[src/rtl/reg_serializer_if.sv]
// reg_serializer_if: bundles the parallel load handshake and the serial output
// handshake of reg_serializer.
//   d, load_valid, load_ready          : parallel word load (valid/ready)
//   sdo, sdo_valid, sdo_ready, sdo_last : serial bit stream (valid/ready)
//   busy, bits_left                     : progress status
// master = producer of words / consumer of bits; slave = the serializer.
interface reg_serializer_if #(
  parameter int unsigned W = 8
);
  logic [W-1:0]             d;
  logic                     load_valid;
  logic                     load_ready;
  logic                     sdo;
  logic                     sdo_valid;
  logic                     sdo_ready;
  logic                     sdo_last;
  logic                     busy;
  logic [$clog2(W+1)-1:0]   bits_left;

  modport master (
    output d, load_valid, sdo_ready,
    input  load_ready, sdo, sdo_valid, sdo_last, busy, bits_left
  );

  modport slave (
    input  d, load_valid, sdo_ready,
    output load_ready, sdo, sdo_valid, sdo_last, busy, bits_left
  );
endinterface

[src/rtl/reg_serializer.sv]
// reg_serializer: reader-side companion to the enabled storage register.
// Accepts a W-bit word on the load handshake and streams it out one bit per
// accepted serial beat, flagging the final bit with sdo_last.
// Ports:
//   clk  - rising-edge clock
//   rst_ - asynchronous active-low reset
//   bus  - reg_serializer_if.slave (load handshake, serial handshake, status)
// Parameters:
//   W         - word width, 1..32
//   LSB_FIRST - 0: MSB leaves first, 1: LSB leaves first
module reg_serializer #(
  parameter int unsigned W         = 8,
  parameter bit          LSB_FIRST = 1'b0
) (
  input  logic               clk,
  input  logic               rst_,
  reg_serializer_if.slave    bus
);
  localparam int unsigned CW = $clog2(W + 1);

  typedef enum logic {
    IDLE  = 1'b0,
    SHIFT = 1'b1
  } state_t;

  state_t          state;
  logic [W-1:0]    sr;
  logic [CW-1:0]   cnt;

  always_ff @(posedge clk or negedge rst_) begin
    if (!rst_) begin
      state <= IDLE;
      sr    <= '0;
      cnt   <= '0;
    end else begin
      case (state)
        IDLE: begin
          if (bus.load_valid) begin
            sr    <= bus.d;
            cnt   <= CW'(W);
            state <= SHIFT;
          end
        end
        SHIFT: begin
          if (bus.sdo_ready) begin
            if (cnt == CW'(1)) begin
              sr    <= '0;
              cnt   <= '0;
              state <= IDLE;
            end else begin
              // Move the next bit toward the output end, zero-filling behind.
              if (LSB_FIRST) sr <= sr >> 1;
              else           sr <= sr << 1;
              cnt <= cnt - CW'(1);
            end
          end
        end
        default: begin
          state <= IDLE;
          sr    <= '0;
          cnt   <= '0;
        end
      endcase
    end
  end

  // All outputs decode registered state only; sr and cnt are zero in IDLE,
  // so sdo, sdo_last and bits_left read 0 there without extra gating.
  always_comb begin
    bus.load_ready = (state == IDLE);
    bus.sdo_valid  = (state == SHIFT);
    bus.busy       = (state == SHIFT);
    bus.sdo        = LSB_FIRST ? sr[0] : sr[W-1];
    bus.sdo_last   = (cnt == CW'(1));
    bus.bits_left  = cnt;
  end
endmodule

[src/flat_wrapper.sv]
// flat-port wrapper written by rule: the top's interface ports become plain ports
module reg_serializer_flat 
#(
  parameter int unsigned W         = 8,
  parameter bit          LSB_FIRST = 1'b0
)
  (clk, rst_, bus_d, bus_load_valid, bus_sdo_ready, bus_load_ready, bus_sdo, bus_sdo_valid, bus_sdo_last, bus_busy, bus_bits_left);
  reg_serializer_if #(.W(W)) bus_i ();
  input  logic clk;
  input  logic rst_;
  input wire logic [$bits(bus_i.d)-1:0] bus_d;
  input wire logic [$bits(bus_i.load_valid)-1:0] bus_load_valid;
  input wire logic [$bits(bus_i.sdo_ready)-1:0] bus_sdo_ready;
  output wire logic [$bits(bus_i.load_ready)-1:0] bus_load_ready;
  output wire logic [$bits(bus_i.sdo)-1:0] bus_sdo;
  output wire logic [$bits(bus_i.sdo_valid)-1:0] bus_sdo_valid;
  output wire logic [$bits(bus_i.sdo_last)-1:0] bus_sdo_last;
  output wire logic [$bits(bus_i.busy)-1:0] bus_busy;
  output wire logic [$bits(bus_i.bits_left)-1:0] bus_bits_left;
  assign bus_i.d = bus_d;
  assign bus_i.load_valid = bus_load_valid;
  assign bus_i.sdo_ready = bus_sdo_ready;
  assign bus_load_ready = bus_i.load_ready;
  assign bus_sdo = bus_i.sdo;
  assign bus_sdo_valid = bus_i.sdo_valid;
  assign bus_sdo_last = bus_i.sdo_last;
  assign bus_busy = bus_i.busy;
  assign bus_bits_left = bus_i.bits_left;
  reg_serializer #(.W(W), .LSB_FIRST(LSB_FIRST)) u_core (.clk(clk), .rst_(rst_), .bus(bus_i));
endmodule
[config.mk]
export PLATFORM = sky130hd
export DESIGN_NAME = reg_serializer_flat
export DESIGN_NICKNAME = d
export VERILOG_FILES = /design/src/rtl/reg_serializer_if.sv /design/src/rtl/reg_serializer.sv /design/src/flat_wrapper.sv
export SDC_FILE = /design/constraint.sdc
export NUM_CORES = 1
export LEC_CHECK = 0
export ABC_CLOCK_PERIOD_IN_PS = 1650
export CAP_MARGIN = 30
export CORE_MARGIN = 2
export CORE_UTILIZATION = 43
export DETAILED_ROUTE_END_ITERATION = 6
export HOLD_SLACK_MARGIN = 0.08
export PLACE_DENSITY = 0.75
export REMOVE_ABC_BUFFERS = 1
export SKIP_CTS_REPAIR_TIMING = 1
export SLEW_MARGIN = 40
export SYNTH_ARGS = -nofsm -noshare
export SYNTH_HDL_FRONTEND = slang
export SYNTH_SLANG_ARGS = --single-unit
[constraint.sdc]
create_clock -name clk -period 1.65 [get_ports clk]
set_input_delay 0.33 -clock clk [delete_from_list [all_inputs] [get_ports clk]]
set_output_delay 0.33 -clock clk [all_outputs]
set_load 0.05 [all_outputs]
==> flow_summary_export.csv, run 1 <==
group,metric,value,unit
layout,fillCellCount,102,
timing,slew_headroom,72.5,%
layout,areaGrowthSynthToFinish,55.7,%
layout,multiInputGateArea,287,sq um
run_status,violations,"negative setup slack",
setup_path,ff2ff_path_depth,5,
clock_network,largest_buffer_count_on_any_clock_path,2,
yosys,share_of_async_settable_or_async_resettable_flops_after_synthesis,100,%
drt,drt_pre_antenna_iters,4,
drt,via_total_after_detailed_routing,637,
yosys,syn-mean-instance-area,9.11,sq um
setup_path,path_class,"register to primary output",
yosys,yosys_register_bits,13,
global_route,grtUsageMet3,5.53,%
place,place.port_buffers,20,
timing,period_share,111,%
run,cap_violations,0,
global_route,met2_usage,32.1,%
floorplan,die_boundary_width,42.8,um
floorplan,die_height,42.8,um
yosys,synth_top_cells_by_area,"sky130_fd_sc_hd__dfrtp_1 (50%), sky130_fd_sc_hd__o21ai_0 (8.5%), sky130_fd_sc_hd__nand3_1 (7.0%)",
yosys,ys.flop_type,"sky130_fd_sc_hd__dfrtp_1",
layout,final_antenna_diode_count,0,
clock_network,worst_setup_hold_path_clk_slew,80,ps
setup_path,critical_path.slowest_cell,"sky130_fd_sc_hd__dfrtp_1",
setup_path,worst_r2r_endpoint,"u_core.bus.bits_left[2]$_DFFE_PN0P_",
global_route,grt.busiest_layer,"met2",
timing,finalHoldViolCount,0,
setup_path,critical_path_arrival,1500,ps
place,gp_routability_congestion,0.775,
clock_network,cts_root_buffer,"sky130_fd_sc_hd__clkbuf_4",
drt,drc,0,
setup_path,worstPathCellList,"inv_2 -> ha_4 -> or3b_4 -> inv_2 -> buf_12",
timing,setup_violations,1,
pwr,fin_total_pwr,2.16,mW
pwr,p_per_area,2140,nW/um^2
timing,setup_ws,-179,ps
setup_path,worstReg2RegStart,"u_core.bus.bits_left[1]$_DFFE_PN0P_",
floorplan,floorplan.io_pins,21,
floorplan,initial_core_util,47.9,%
clock_network,clock_latency_of_the_later_clocked_register_in_the_worst_skew_pair,280,ps
setup_path,ff2ff_setup_slack,100,ps
layout,fin_util,74.6,%
timing,timing_worst_slew_pin_value,413,ps
pwr,p_leak,0.464,nW
timing,clock_skew,3.17,ps
global_route,global_routing_usage_on_met1,23.6,%
yosys,synth-edff-count,0,
layout,layout.nets,115,
drt,drt_wl_total,1550,um
clock_network,cts-htree-levels,1,
yosys,synth-seq-area-share,50.3,%
timing,period_minus_slack,1830,ps
yosys,synth_top_area_share,50.3,%
place,detailed_placement_wirelength_estimate,1040,um
layout,design_area,1010,sq um
clock_network,cts_buffers,3,
place,post_placement_cell_area,951,sq um
global_route,antenna_found_initial,0,
yosys,ranking_of_synthesized_cells_by_instance_count,"sky130_fd_sc_hd__dfrtp_1 (13), sky130_fd_sc_hd__o21ai_0 (11), sky130_fd_sc_hd__nand3_1 (9)",
setup_path,worstSetupStartpointType,"register",
global_route,grt_usage,20.1,%
setup_path,end_kind,"primary output",
yosys,synth_most_common_cell,"sky130_fd_sc_hd__dfrtp_1",
global_route,grt_first_pass_wirelength,2680,um
yosys,yosysWarningCount,0,
global_route,grt_overflow_total,0,
clock_network,tritoncts,"done",
setup_path,worst_ep_required_time,1320,ps
min_path,min-delay-path-class,"primary input to asynchronous set/reset pin",
drt,drtIter0Drc,7,
place,post-place-ws,-25.5,ps
run_status,status,"complete, but fails checks",
global_route,first_global_vias,643,
timing,fin_hold_ws,337,ps
layout,drive_gt1_share,28.0,%
setup_path,critical-path-max-stage-delay,400,ps
setup_path,path_common_cell,"sky130_fd_sc_hd__inv_2",
layout,register_area,325,sq um
timing,slew_violations,0,
floorplan,core_area,1350,sq um
floorplan,floorplan.rows,13,
drt,detail-route-antenna-nets,0,
setup_path,crit_path_max_fanout,3,
yosys,netlist_instances,71,
yosys,yosysTopAreaCell,"sky130_fd_sc_hd__dfrtp_1",
drt,drt-vias-per-instance,5.54,
pwr,ir_worst_vdd,1.50,mV
timing,grt_setup_unrepaired,"yes",
clock_network,cts_num_sinks,13,
drt,wl_per_cell,13.5,um
yosys,synth_area,647,sq um
yosys,post_synthesis_cell_type_count,20,
floorplan,floorplan_die_area,1830,sq um
global_route,grt_max_degree,14,
timing,timing.fmax,547,MHz
==> layout by cell type (no fill, tap or decap) <==
cell,count
sky130_fd_sc_hd__buf_12,6
sky130_fd_sc_hd__o311ai_1,1
sky130_fd_sc_hd__or3b_4,1
sky130_fd_sc_hd__o41ai_1,1
sky130_fd_sc_hd__buf_4,13
sky130_fd_sc_hd__dfrtp_1,13
sky130_fd_sc_hd__nand2_1,1
sky130_fd_sc_hd__nor2_1,8
sky130_fd_sc_hd__a32o_1,1
sky130_fd_sc_hd__clkbuf_1,1
sky130_fd_sc_hd__ha_1,1
sky130_fd_sc_hd__inv_2,2
sky130_fd_sc_hd__nand3_1,9
sky130_fd_sc_hd__clkbuf_4,3
sky130_fd_sc_hd__o21ai_0,11
sky130_fd_sc_hd__a21oi_1,7
sky130_fd_sc_hd__or4_1,1
sky130_fd_sc_hd__nand2_2,1
sky130_fd_sc_hd__clkdlybuf4s50_1,11
sky130_fd_sc_hd__ha_4,1
sky130_fd_sc_hd__nand2b_1,1
sky130_fd_sc_hd__mux2_4,1
sky130_fd_sc_hd__inv_1,4
sky130_fd_sc_hd__o22ai_1,1
==> power breakdown <==
| group | leakage (nW) | internal [mW] | switching [mW] |
|---|---|---|---|
| Combinational | 0.298 | 0.615 | 0.738 |
| Sequential | 0.151 | 0.470 | 0.128 |
| Clock | 0.0150 | 0.0940 | 0.112 |
| Total | 0.464 | 1.18 | 0.977 |
==> final cells by class <==
type | count | share of cell area (%)
clock buffers | 4 | 2.61
inverters | 6 | 2.24
multi-input cells | 47 | 28.4
flip-flops and latches | 13 | 32.3
well taps | 15 | 1.86
repair buffers | 30 | 32.5
==> sequential cells by signal (all words and copies together) (netlist names) <==
signal                flops
u_core.bus.bits_left      4
u_core.bus.busy           1
u_core.sr                 8
==> worst max-delay path: cells and delay by family, from the launching register on <==
kind / cells / cell delay (ps)
adder cells (fa/ha/maj): 1 / 130
buffers and inverters: 3 / 300
flip-flops: 1 / 400
AND/OR/NAND/NOR: 1 / 380
==> through the flow <==
step	std cells	TNS, ps
after floorplan	66	-2250
after global placement	109	0
after detailed placement	109	-25.5
after CTS	113	-280
after global routing	115	-219
final	115	-179
==> layer usage <==
metal	routed length, um	vias to the layer above
met3	144	4
met4	38	0
li1	-	305
met1	608	292
met5	0	-
met2	762	36
==> kinds of logic (layout without fill, tap and decap cells) <==
group	Yosys count	in the layout	share of synthesized area [%]
and+or+nand+nor	22	22	16.6
adders and majority gates	2	2	3.87
muxes	1	1	2.32
DFF	13	13	50.3
AOI/OAI and AO/OA	22	22	19.1
buffers and inverters	11	40	7.74
==> how the worst max path moves through the flow <==
stage          slack [ps]                             endpoint                           startpoint
2_1_floorplan        -490  u_core.bus.bits_left[3]$_DFFE_PN0P_            u_core.bus.busy$_DFF_PN0_
3_3_place_gp           10  u_core.bus.bits_left[3]$_DFFE_PN0P_                        bus_sdo_ready
3_5_place_dp          -30  u_core.bus.bits_left[3]$_DFFE_PN0P_                        bus_sdo_ready
4_1_cts              -280                         bus_sdo_last  u_core.bus.bits_left[1]$_DFFE_PN0P_
5_1_grt              -220                         bus_sdo_last  u_core.bus.bits_left[1]$_DFFE_PN0P_
6_report             -180                         bus_sdo_last  u_core.bus.bits_left[1]$_DFFE_PN0P_
No activity file was read; power rests on OpenSTA's default activity.
==> run 2, diff against run 1 <==
--- a/config.mk
+++ b/config.mk
@@ -10,6 +10,7 @@
 export CORE_MARGIN = 2
 export CORE_UTILIZATION = 43
 export DETAILED_ROUTE_END_ITERATION = 6
+export GPL_TIMING_DRIVEN = 1
 export HOLD_SLACK_MARGIN = 0.08
 export PLACE_DENSITY = 0.75
 export REMOVE_ABC_BUFFERS = 1
==> results of run 2 <==
The final DEF is identical to that of run 1; final timing and power are the same.
